## src/rtl/spi_txn_scheduler_pkg.sv

```systemverilog
// ============================================================================
// spi_txn_scheduler_pkg : shared widths, timing limits and FSM encoding
// Rev 1.0
// ============================================================================
`default_nettype none

package spi_txn_scheduler_pkg;

    localparam int CMD_BITS           = 8;
    localparam int ADDR_BITS          = 8;
    localparam int PAYLOAD_BITS       = 8;
    localparam int MASTER_FRAME_WIDTH = CMD_BITS + ADDR_BITS + PAYLOAD_BITS;
    localparam int BRIGHTNESS_WIDTH   = 7;

    localparam int SCHED_GAP_CYC = 4;
    localparam int SCHED_TO_CYC  = 1024;

    // Requester index width; covers up to four requesters.
    localparam int IDX_W = 2;

    typedef enum logic [2:0] {
        ST_IDLE       = 3'd0,
        ST_ARB        = 3'd1,
        ST_LAUNCH     = 3'd2,
        ST_WAIT_START = 3'd3,
        ST_WAIT_DONE  = 3'd4,
        ST_RESP       = 3'd5,
        ST_GAP        = 3'd6
    } sched_state_e;

    // (base + off) mod n, for base and off both below n.
    function automatic logic [IDX_W-1:0] wrap_idx(input int base, input int off, input int n);
        int s;
        s = base + off;
        if (s >= n) begin
            s = s - n;
        end
        return s[IDX_W-1:0];
    endfunction

endpackage

`default_nettype wire

```

## src/rtl/spi_txn_scheduler_rr_arbiter.sv

```systemverilog
// ============================================================================
// rr_arbiter : combinational round-robin pick starting at a given pointer
// Rev 1.0
// ============================================================================
`default_nettype none

module rr_arbiter
    import spi_txn_scheduler_pkg::*;
#(
    parameter int NUM_REQ = 2
) (
    input  logic [NUM_REQ-1:0] i_valid,
    input  logic [IDX_W-1:0]   i_ptr,
    output logic               o_gnt_valid,
    output logic [IDX_W-1:0]   o_gnt_idx
);

    logic [2*NUM_REQ-1:0] dbl;
    logic [NUM_REQ-1:0]   rot;

    // Rotating a doubled copy puts the pointer's requester at bit 0.
    always_comb begin
        dbl         = {i_valid, i_valid};
        rot         = NUM_REQ'(dbl >> i_ptr);
        o_gnt_valid = 1'b0;
        o_gnt_idx   = '0;
        for (int k = NUM_REQ - 1; k >= 0; k--) begin
            if (rot[k]) begin
                o_gnt_valid = 1'b1;
                o_gnt_idx   = wrap_idx(int'(i_ptr), k, NUM_REQ);
            end
        end
    end

endmodule

`default_nettype wire

```

## src/rtl/spi_txn_scheduler.sv

```systemverilog
// ============================================================================
// spi_txn_scheduler : round-robin sequencer of requester frames onto one SPI master
// Rev 1.0
// ============================================================================
`default_nettype none

module spi_txn_scheduler
    import spi_txn_scheduler_pkg::*;
#(
    parameter int NUM_REQ = 2,
    parameter int CMD_W   = CMD_BITS,
    parameter int ADDR_W  = ADDR_BITS,
    parameter int DATA_W  = PAYLOAD_BITS,
    parameter int FRAME_W = MASTER_FRAME_WIDTH,
    parameter int RESP_W  = BRIGHTNESS_WIDTH,
    parameter int GAP_CYC = SCHED_GAP_CYC,
    parameter int TO_CYC  = SCHED_TO_CYC
) (
    input  logic                      sysclk,
    input  logic                      rst_n,
    input  logic [NUM_REQ-1:0]        req_valid,
    output logic [NUM_REQ-1:0]        req_ready,
    input  logic [NUM_REQ*CMD_W-1:0]  req_cmd,
    input  logic [NUM_REQ*ADDR_W-1:0] req_addr,
    input  logic [NUM_REQ*DATA_W-1:0] req_data,
    output logic [NUM_REQ-1:0]        resp_valid,
    output logic [RESP_W-1:0]         resp_data,
    output logic                      resp_err,
    output logic                      spi_tx_enb,
    output logic [FRAME_W-1:0]        spi_i_frame,
    input  logic                      spi_rx_dv,
    input  logic [RESP_W-1:0]         spi_o_frame,
    output logic                      busy,
    output logic [1:0]                grant_id
);

    localparam int WD_W  = $clog2(TO_CYC) + 1;
    localparam int GAP_W = $clog2(GAP_CYC) + 1;

    sched_state_e        state_q, state_d;
    logic [IDX_W-1:0]    ptr_q, ptr_d;
    logic [IDX_W-1:0]    grant_q, grant_d;
    logic [FRAME_W-1:0]  frame_q, frame_d;
    logic [WD_W-1:0]     wd_q, wd_d;
    logic [GAP_W-1:0]    gap_q, gap_d;
    logic [RESP_W-1:0]   resp_data_q, resp_data_d;
    logic                err_q, err_d;

    logic                pick_valid;
    logic [IDX_W-1:0]    pick_idx;
    logic [FRAME_W-1:0]  pick_frame;
    logic                wd_expired;
    logic [WD_W-1:0]     wd_inc;

    rr_arbiter #(
        .NUM_REQ (NUM_REQ)
    ) u_arb (
        .i_valid     (req_valid),
        .i_ptr       (ptr_q),
        .o_gnt_valid (pick_valid),
        .o_gnt_idx   (pick_idx)
    );

    always_comb begin
        pick_frame = '0;
        for (int i = 0; i < NUM_REQ; i++) begin
            if (pick_idx == IDX_W'(i)) begin
                pick_frame = {req_cmd[i*CMD_W +: CMD_W],
                              req_addr[i*ADDR_W +: ADDR_W],
                              req_data[i*DATA_W +: DATA_W]};
            end
        end
    end

    // Watchdog saturates at its limit so a stuck wait can never wrap around.
    assign wd_expired = (wd_q == WD_W'(TO_CYC));
    assign wd_inc     = wd_expired ? wd_q : wd_q + 1'b1;

    always_comb begin
        state_d     = state_q;
        ptr_d       = ptr_q;
        grant_d     = grant_q;
        frame_d     = frame_q;
        wd_d        = wd_q;
        gap_d       = gap_q;
        resp_data_d = resp_data_q;
        err_d       = err_q;
        case (state_q)
            ST_IDLE: begin
                if (|req_valid) begin
                    state_d = ST_ARB;
                end
            end
            ST_ARB: begin
                if (pick_valid) begin
                    frame_d = pick_frame;
                    grant_d = pick_idx;
                    ptr_d   = wrap_idx(int'(pick_idx), 1, NUM_REQ);
                    state_d = ST_LAUNCH;
                end else begin
                    state_d = ST_IDLE;
                end
            end
            ST_LAUNCH: begin
                wd_d    = '0;
                state_d = ST_WAIT_START;
            end
            ST_WAIT_START: begin
                if (!spi_rx_dv) begin
                    wd_d    = '0;
                    state_d = ST_WAIT_DONE;
                end else if (wd_expired) begin
                    err_d       = 1'b1;
                    resp_data_d = '0;
                    state_d     = ST_RESP;
                end else begin
                    wd_d = wd_inc;
                end
            end
            ST_WAIT_DONE: begin
                // The master clears its response one cycle after CS rises.
                if (spi_rx_dv) begin
                    err_d       = 1'b0;
                    resp_data_d = spi_o_frame;
                    state_d     = ST_RESP;
                end else if (wd_expired) begin
                    err_d       = 1'b1;
                    resp_data_d = '0;
                    state_d     = ST_RESP;
                end else begin
                    wd_d = wd_inc;
                end
            end
            ST_RESP: begin
                gap_d   = '0;
                state_d = ST_GAP;
            end
            ST_GAP: begin
                if (gap_q == GAP_W'(GAP_CYC - 1)) begin
                    state_d = ST_IDLE;
                end else begin
                    gap_d = gap_q + 1'b1;
                end
            end
            default: begin
                state_d = ST_IDLE;
            end
        endcase
    end

    always_ff @(posedge sysclk or negedge rst_n) begin
        if (!rst_n) begin
            state_q     <= ST_IDLE;
            ptr_q       <= '0;
            grant_q     <= '0;
            frame_q     <= '0;
            wd_q        <= '0;
            gap_q       <= '0;
            resp_data_q <= '0;
            err_q       <= 1'b0;
        end else begin
            state_q     <= state_d;
            ptr_q       <= ptr_d;
            grant_q     <= grant_d;
            frame_q     <= frame_d;
            wd_q        <= wd_d;
            gap_q       <= gap_d;
            resp_data_q <= resp_data_d;
            err_q       <= err_d;
        end
    end

    genvar gi;
    generate
        for (gi = 0; gi < NUM_REQ; gi++) begin : g_req_out
            assign req_ready[gi]  = (state_q == ST_ARB) && pick_valid && (pick_idx == IDX_W'(gi));
            assign resp_valid[gi] = (state_q == ST_RESP) && (grant_q == IDX_W'(gi));
        end
    endgenerate

    assign resp_data   = resp_data_q;
    assign resp_err    = (state_q == ST_RESP) && err_q;
    assign spi_tx_enb  = (state_q == ST_LAUNCH);
    assign spi_i_frame = frame_q;
    assign busy        = (state_q != ST_IDLE);
    assign grant_id    = grant_q;

endmodule

`default_nettype wire

```

## config.mk

```make
export PLATFORM = sky130hd
export DESIGN_NAME = spi_txn_scheduler
export DESIGN_NICKNAME = d
export VERILOG_FILES = /design/src/rtl/spi_txn_scheduler_pkg.sv /design/src/rtl/spi_txn_scheduler_rr_arbiter.sv /design/src/rtl/spi_txn_scheduler.sv
export SDC_FILE = /design/constraint.sdc
export NUM_CORES = 1
export LEC_CHECK = 0
export CAP_MARGIN = 40
export CORE_MARGIN = 4
export CORE_UTILIZATION = 35
export CTS_CLUSTER_SIZE = 24
export DETAILED_ROUTE_END_ITERATION = 6
export DONT_BUFFER_PORTS = 1
export GPL_TIMING_DRIVEN = 1
export HOLD_SLACK_MARGIN = 0.02
export SYNTH_ARGS = -nofsm -noshare
export SYNTH_HDL_FRONTEND = slang
export SYNTH_HIERARCHICAL = 1
export SYNTH_SLANG_ARGS = --single-unit
```

## constraint.sdc

```tcl
create_clock -name sysclk -period 2.46 [get_ports sysclk]
set_input_delay 0.369 -clock sysclk [delete_from_list [all_inputs] [get_ports sysclk]]
set_output_delay 0.369 -clock sysclk [all_outputs]
set_load 0.1 [all_outputs]
```

==> flow_metrics.tcl, run 1 <==
set metrics [dict create \
    power.total_w 0.00587 \
    dp_hpwl_mm 4.93 \
    numPortBuffers 0 \
    start_util_pct 35.9 \
    cts_resized 0 \
    fin_skew_ns 0.00609 \
    rr_endpoint "resp_data[1]" \
    synth_area_um2 2760 \
    critical_path.max_fanout 12 \
    grt_pass1_vias 2269 \
    cts.sinks 53 \
    clock.fmax_mhz 435 \
    path_buf_inv 1 \
    antenna_found_initial 0 \
    slew_violations 0 \
    ys.flop_type "dfrtp_1" \
    fp.dieH_um 96.8 \
    cts_buffers 5 \
    startpoint "state_q[2]" \
    worstMarginPinSlew_ns 0.893 \
    synthDistinctLibCells 47 \
    synth_warnings 6 \
    routed_wl_mm 6.59 \
    first_pass_iters 4 \
    die_w_um 96.8 \
    drv_cap 0 \
    cts_root_buffer "clkbuf_8" \
    yosysTopAreaCell "dfrtp_1" \
    ff2ff_setup_slack_ns 0.31 \
    crit_cells 4 \
    grt_pass1_wl_mm 11.2 \
    critical_path.slowest_cell "dfrtp_1" \
    io_pins 100 \
    drive_above_1_share_pct 20.8 \
    grtUsageTotal_pct 14.4 \
    critPathRequiredTime_ns 2.09 \
    grt_max_degree 54 \
    die_area_um2 9360 \
    cts_tree "done" \
    synth_top_area_share_pct 48.1 \
    hold_slack_ns 0.202 \
    dp_slack_ns 0.353 \
    start_kind "flip-flop" \
    area.growth.synth_to_final_pct 42.8 \
    reg2reg_depth 6 \
    peakVddDrop_mv 0.822 \
    layout_setup_ws_ns 0.161 \
    postSynth.asyncResetShare_pct 100 \
    coreArea_um2 7690 \
    finalCritPeriodShare_pct 93.5 \
    htreeDepth 2 \
    endpoint "req_ready[1]" \
    via_count 2240 \
    crit_path_max_incr_delay_ns 0.51 \
    fin_util_pct 51.2 \
    syn_inst 276 \
    clock_path_buffers 2 \
    leakage_nw 1.72 \
    grt_overflow 0 \
    synth_enable_flop_cells 0 \
    wire_per_inst_um 15.9 \
    avgViaCountPerCell 5.41 \
    timing.rr.start "wd_q[0]" \
    drt_iter0_drc 126 \
    gp_congestion 0.806 \
    finalHoldViolations 0 \
    rsz0062_at_grt "false" \
    fin_crit_ns 2.30 \
    yosysSeqAreaShare_pct 48.1 \
    dpl_cell_area_um2 3790 \
    ant_nets 0 \
    crit_type "flip-flop to primary output" \
    synth_area_per_cell_um2 9.99 \
    finalSetupViolations 0 \
    antenna_cells 0 \
    hold_class "primary input to flip-flop" \
    path_cells "nor2b_1, nand3b_1, nor3b_4, buf_12" \
    drcViolationCount 0 \
    status "complete, no violations" \
    rows 32 \
    ys_ff_latch 53 \
    syn_nets 340 \
    arrival_ns 1.93 \
    synth.area.top_cells "dfrtp_1 (48%), mux2i_1 (9.1%), o31ai_1 (7.6%)" \
    fin_nets 375 \
    clk_latency_ns 0.30 \
    relSlewSlack_pct 40.5 \
    endpoint_kind "primary output" \
    clkTransAtPathRegs_ns 0.09 \
    fin_area_um2 3940 \
    power_density_nw_per_um2 1490 \
    crit_family "simple AND/OR/NAND/NOR gates" \
]
final cells by class:
cell class | instances | area (µm²)
flip-flops and latches | 53 | 1330
inverters | 7 | 26.3
multi-input cells | 196 | 1390
well taps | 102 | 128
repair buffers | 48 | 988
clock inverters | 1 | 7.51
clock buffers | 7 | 76.3
fillers | 675 | 3750
registers in the layout, indices dropped and copies added, names as in the netlist:
register	flops
state_q	3
gap_q	3
ptr_q	2
spi_i_frame	24
wd_q	11
err_q	1
resp_data	7
grant_id	2
power breakdown:
part	switching [W]	internal (W)
combinational	0.00237	0.00147
sequential	0.000400	0.00115
clock	0.000278	0.000202
metal layers:
metal	routed length, µm	vias to the layer above	global-route usage (%)
met5	0	-	0
met4	112	0	4.54
met3	505	8	4.04
met2	3090	88	23.8
met1	2880	1061	18.3
li1	-	1083	-
timing repair:
item / 4_1_cts / 5_1_grt
endpoints found under the hold margin: 53 / 0
hold buffers: 2 / 0
buffers inserted: 0 / 0
endpoints found under the setup margin: 0 / 0
through the flow:
stage | TNS [ns] | cells
after detailed placement | 0 | 403
after CTS | 0 | 413
after global placement | 0 | 375
final | 0 | 414
after floorplan | -0.0676 | 276
after global routing | 0 | 414
synthesized netlist by cell type, types with 2 or more instances:
master    count
or3_1         3
a22o_1       11
nor3b_1       4
buf_1         2
dfrtp_1      53
nand3_1       7
a31oi_1       3
nand2b_1      4
mux2_2        2
nor3_1        2
clkbuf_1     15
nand2_1      42
inv_1         7
mux2i_1      25
nor4_1        2
o21ai_0       8
nor2b_1       2
a21o_1        2
nand4_1       3
o31ai_1      28
a32o_1        3
or4_1         2
ha_1          4
nor2_1       10
and4_1        2
a21oi_1       9
cell usage in the layout (no fill, tap or decap), drive strengths merged, types with 3 or more instances in the layout:
| cell | n |
|---|---|
| a21oi | 9 |
| a22o | 11 |
| a31oi | 3 |
| a32o | 3 |
| buf | 47 |
| clkbuf | 7 |
| dfrtp | 53 |
| ha | 4 |
| inv | 7 |
| mux2i | 25 |
| nand2 | 42 |
| nand2b | 4 |
| nand3 | 7 |
| nand4 | 3 |
| nor2 | 10 |
| nor3b | 4 |
| o21ai | 8 |
| o31ai | 28 |
| or3 | 3 |
| or4 | 3 |
how the worst min path moves through the flow:
stage	endpoint	start	cells after the start	slack [ns]
after floorplan	err_q	rst_n	0	0.07
after global placement	gap_q[0]	rst_n	0	0.08
after detailed placement	gap_q[1]	rst_n	0	0.08
after CTS	resp_data[3]	spi_o_frame[3]	1	0.19
after global routing	resp_data[6]	spi_o_frame[6]	1	0.19
final	resp_data[3]	spi_o_frame[3]	1	0.20
cells by family (layout without fill, tap and decap cells):
kind of cell	after synthesis	after routing	share of synthesized area [%]
AND/OR/NAND/NOR	92	92	17.1
AO/OA/AOI/OAI	71	71	18.5
flip-flops	53	53	48.1
multiplexers	27	27	9.89
buffers and inverters	27	63	4.13
adder cells (fa/ha/maj)	4	4	1.81
other	1	1	0.136
XOR/XNOR	1	1	0.318
Power figures use the tool's default switching activity.
==> run 2: changes to the inputs <==
clock period = 2.15 ns   (was 2.46 ns; I/O delays follow)
==> flow_metrics.tcl, run 2 (synthesized netlist as in run 1, its figures left out) <==
set metrics [dict create \
    status "complete, no violations" \
    slew_violations 0 \
    arrival_ns 1.71 \
    peakVddDrop_mv 0.784 \
    ff2ff_setup_slack_ns 0.20 \
    critical_path.slowest_cell "dfrtp_1" \
    clock_path_buffers 2 \
    crit_family "buffers and inverters" \
    clk_latency_ns 0.30 \
    ant_nets 0 \
    endpoint_kind "primary output" \
    rr_endpoint "state_q[0]" \
    final_cells 419 \
    routed_wl_mm 6.75 \
    clock.fmax_mhz 493 \
    drcViolationCount 0 \
    crit_cells 6 \
    wire_per_inst_um 16.1 \
    coreArea_um2 7690 \
    critPathRequiredTime_ns 1.83 \
    start_util_pct 35.9 \
    start_kind "flip-flop" \
    reg2reg_depth 7 \
    fin_nets 380 \
    dp_slack_ns 0.183 \
    die_area_um2 9360 \
    cts_root_buffer "clkbuf_8" \
    path_cells "buf_6, nor2b_1, nand3b_1, buf_4, nor3b_4, buf_12" \
    cts_buffers 5 \
    critical_path.max_fanout 16 \
    layout_setup_ws_ns 0.122 \
    power_density_nw_per_um2 1690 \
    rsz0062_at_grt "false" \
    crit_type "flip-flop to primary output" \
    finalCritPeriodShare_pct 94.3 \
    gp_congestion 0.830 \
    largest_reg_flops 24 \
    antenna_found_initial 0 \
    grtUsageTotal_pct 14.6 \
    power.total_w 0.00582 \
    via_count 2216 \
    hold_depth 1 \
    seq_area_um2 1330 \
    fin_skew_ns 0.00929 \
    worstHoldEndpoint "resp_data[1]" \
    leakage_nw 1.55 \
    tns_ns 0 \
    grt_max_degree 54 \
    drv_cap 0 \
    cts.sinks 53 \
    avgViaCountPerCell 5.29 \
    final_cell_mix "dfrtp_1 (52), buf_4 (45), nand2_1 (42)" \
    worstMarginPinSlew_ns 0.589 \
    fillerInstances 750 \
    finalHoldViolations 0 \
    hold_start "spi_o_frame[1]" \
    drive_above_1_share_pct 22.7 \
    cts_tree "done" \
    relSlewSlack_pct 60.7 \
    antenna_cells 0 \
    dp_hpwl_mm 5.01 \
    fin_util_pct 44.7 \
    die_w_um 96.8 \
    numPortBuffers 0 \
    hold_class "primary input to flip-flop" \
    timing.rr.start "wd_q[0]" \
    fp.dieH_um 96.8 \
    crit_path_max_incr_delay_ns 0.37 \
    dp_cells 407 \
    rows 32 \
    first_pass_iters 4 \
    final_common_cell "dfrtp_1" \
    fin_crit_ns 2.03 \
    grt_overflow 0 \
    clkTransAtPathRegs_ns 0.09 \
    grt_pass1_wl_mm 11.2 \
    multiInputGateArea_um2 1390 \
    finalSetupViolations 0 \
    io_pins 100 \
    drt_iter0_drc 131 \
    htreeDepth 2 \
    area.growth.synth_to_final_pct 24.7 \
    grt_pass1_vias 2238 \
    path_buf_inv 3 \
]
run 2: cell count changes in the layout (fill, tap and decap cells not counted), sizes merged:
cell | previous run | this run
buf | 47 | 52
run 2: per-layer routing:
layer	GRT usage (%)	part of all wire, %
met5	0	0
met3	4.11	7.8
met1	19.5	45
met4	4.21	1.0
met2	23.0	46
run 2: timing repair:
action	CTS	global route
cloned	0	0
gates resized for setup	0	2
hold endpoints to repair	53	0
buffers inserted	2	0
setup endpoints to repair	2	4
hold buffers	2	0
pin swaps	1	0
run 2: through the flow:
step	hold WS, ns	cell area (µm²)
after floorplan	0.0269	2850
after global placement	0.0294	3300
after detailed placement	0.0297	3300
after CTS	0.145	3430
after global routing	0.145	3440
final	0.151	3440
run 2: layout make-up:
class | count | share of cell area (%)
repair buffers | 53 | 14.2
clock buffers | 7 | 2.22
inverters | 7 | 0.764
clock inverters | 1 | 0.218
flip-flops and latches | 53 | 38.6
multi-input cells | 196 | 40.3
well taps | 102 | 3.71
run 2: where the power goes:
group          internal (W)  total, W  leakage (nW)  switching (W)
clock              0.000232  0.000558        0.0385       0.000327
sequential          0.00132   0.00155         0.688       0.000231
combinational      0.000938   0.00371         0.826        0.00277
run 2: how the worst max path moves through the flow:
stage	from	end	slack, ns
after floorplan	state_q[1]	req_ready[1]	-0.13
after global routing	state_q[0]	req_ready[1]	0.006
after global placement	state_q[0]	req_ready[1]	0.25
after detailed placement	wd_q[0]	state_q[0]	0.18
after CTS	state_q[0]	req_ready[1]	0.09
final	state_q[0]	req_ready[1]	0.12
run 2: worst register-to-register path, cell delays in order, from the launching register on:
cell	delay, ns
dfrtp_1	0.44
inv_1	0.10
ha_1	0.14
nor4bb_1	0.32
and4_2	0.35
buf_4	0.16
o21bai_1	0.07
a221oi_1	0.25
==> run 3: changes to the inputs <==
CORE_UTILIZATION = 28   (was 35)
SYNTH_HIERARCHICAL = default   (was 1)
==> flow_metrics.tcl, run 3 <==
set metrics [dict create \
    status "complete, no violations" \
    yosysSeqAreaShare_pct 53.1 \
    synth_top_area_share_pct 53.1 \
    ant_nets 0 \
    timing.rr.start "wd_q[0]" \
    fin_area_um2 3320 \
    clock.fmax_mhz 484 \
    avgViaCountPerCell 5.45 \
    cts_buffers 5 \
    grt_overflow 0 \
    antenna_found_initial 0 \
    yosysTopAreaCell "dfrtp_1" \
    grt_pass1_vias 2082 \
    ys.flop_type "dfrtp_1" \
    start_kind "flip-flop" \
    ff2ff_setup_slack_ns 0.13 \
    finalCritPeriodShare_pct 96.0 \
    via_count 2113 \
    clk_latency_ns 0.30 \
    syn_inst 242 \
    startpoint "state_q[2]" \
    finalHoldViolations 0 \
    critical_path.max_fanout 26 \
    synth_area_per_cell_um2 10.3 \
    cts_tree "done" \
    arrival_ns 1.74 \
    finalSetupViolations 0 \
    cts_setup_buffers 0 \
    rr_endpoint "resp_data[6]" \
    drt_iter0_drc 159 \
    drive_above_1_share_pct 22.9 \
    die_area_um2 10500 \
    area.growth.synth_to_final_pct 32.8 \
    hold_class "primary input to flip-flop" \
    htreeDepth 2 \
    ys_ff_latch 53 \
    final_common_cell "dfrtp_1" \
    fin_skew_ns 0.00542 \
    crit_type "flip-flop to primary output" \
    grtUsageTotal_pct 12.1 \
    fin_nets 344 \
    fp.dieH_um 102 \
    gp_congestion 0.859 \
    synth_area_um2 2500 \
    wire_per_inst_um 16.3 \
    grt_pass1_wl_mm 10.1 \
    routed_wl_mm 6.31 \
    synthDistinctLibCells 43 \
    clkTransAtPathRegs_ns 0.09 \
    drcViolationCount 0 \
    ys_top_cells_by_count "dfrtp_1 (53), inv_1 (32), a222oi_1 (24)" \
    rows 34 \
    die_w_um 102 \
    worstMarginPinSlew_ns 0.908 \
    relSlewSlack_pct 39.5 \
    synth.area.top_cells "dfrtp_1 (53%), a222oi_1 (9.6%), inv_1 (4.8%)" \
    clock_path_buffers 2 \
    first_pass_iters 5 \
    syn_nets 306 \
    postSynth.asyncResetShare_pct 100 \
    numPortBuffers 0 \
    cts_root_buffer "clkbuf_8" \
    io_pins 100 \
    synth_warnings 0 \
    dp_hpwl_mm 4.80 \
    coreArea_um2 8720 \
    drv_cap 0 \
    critPathRequiredTime_ns 1.83 \
    rsz0062_at_grt "true" \
    dpl_cell_area_um2 3200 \
    grt_max_degree 54 \
    antenna_cells 0 \
    fin_crit_ns 2.06 \
    yosysMostFrequentCell "dfrtp_1" \
    slew_violations 0 \
    start_util_pct 28.7 \
    synth_enable_flop_cells 0 \
    largest_reg_flops 24 \
    cts.sinks 53 \
    endpoint_kind "primary output" \
    final_cell_mix "dfrtp_1 (53), inv_1 (32), buf_4 (29)" \
    endpoint "req_ready[0]" \
    reg2reg_depth 6 \
]
==> run 3: cell count changes in the layout (fill, tap and decap cells not counted), sizes merged, moves of 4 or more <==
cell | previous run | this run
mux2i | 25 | 1
a222oi | 0 | 24
inv | 7 | 32
and3 | 0 | 6
a21oi | 9 | 13
nand2 | 42 | 15
buf | 52 | 45
o31ai | 28 | 4
==> run 3: final cells by class <==
type / instances / area [µm²]
Clock buffer: 6 / 72.6
Clock inverter: 1 / 8.76
Fill cell: 834 / 5400
Inverter: 32 / 120
Multi-Input combinational cell: 142 / 1020
Sequential cell: 53 / 1330
Tap cell: 108 / 135
Timing Repair Buffer: 46 / 633
==> run 3: stage by stage <==
stage | setup TNS (ns) | util, % | hold WS, ns | std cells | worst slack, ns
floorplan | -0.400 | - | 0.0269 | 242 | -0.308
global placement | 0 | 33.0 | 0.0312 | 367 | 0.179
detailed placement | 0 | 36.7 | 0.0313 | 379 | 0.0969
CTS | 0 | 38.0 | 0.131 | 388 | 0.0685
global route | -0.277 | 38.1 | 0.129 | 388 | -0.0506
finish | 0 | 38.1 | 0.144 | 388 | 0.0857
==> run 3: worst min-delay path by stage <==
stage / start / end / slack [ns] / cells after the start
floorplan: rst_n / err_q / 0.03 / 0
global placement: rst_n / gap_q[2] / 0.03 / 0
detailed placement: rst_n / gap_q[0] / 0.03 / 0
CTS: req_cmd[2] / spi_i_frame[18] / 0.13 / 2
global route: req_cmd[3] / spi_i_frame[19] / 0.13 / 2
finish: req_data[0] / spi_i_frame[0] / 0.14 / 2
==> run 3: cells by family after synthesis <==
group	count (synthesis)	synth area share (%)
compound gates	72	22.4
simple gates	63	13.9
xor+xnor	1	0.350
fa+ha+maj	4	2.00
buf+inv	47	7.46
flops	53	53.1
mux	2	0.851
==> run 3: routing by layer <==
layer	up-vias	GRT usage, %	routed length (µm)
li1	978	-	-
met1	1022	15.9	2540
met2	105	19.6	3100
met3	8	3.32	578
met4	0	3.63	88
met5	-	0	0
==> run 3: repair_timing <==
item	in CTS	in global routing
endpoints found under the setup margin	0	10
resized for setup	0	2
hold endpoints to repair	53	0
hold buffers	2	0
==> run 3: critical path, cell delays in order (launching register included) <==
cell	delay, ns
dfrtp_1	0.51
nor3b_1	0.41
and3_2	0.28
buf_12	0.23
Power of run 3 is not shown: default switching activity piles up to over one toggle a cycle in this logic, so the estimate is an artifact.
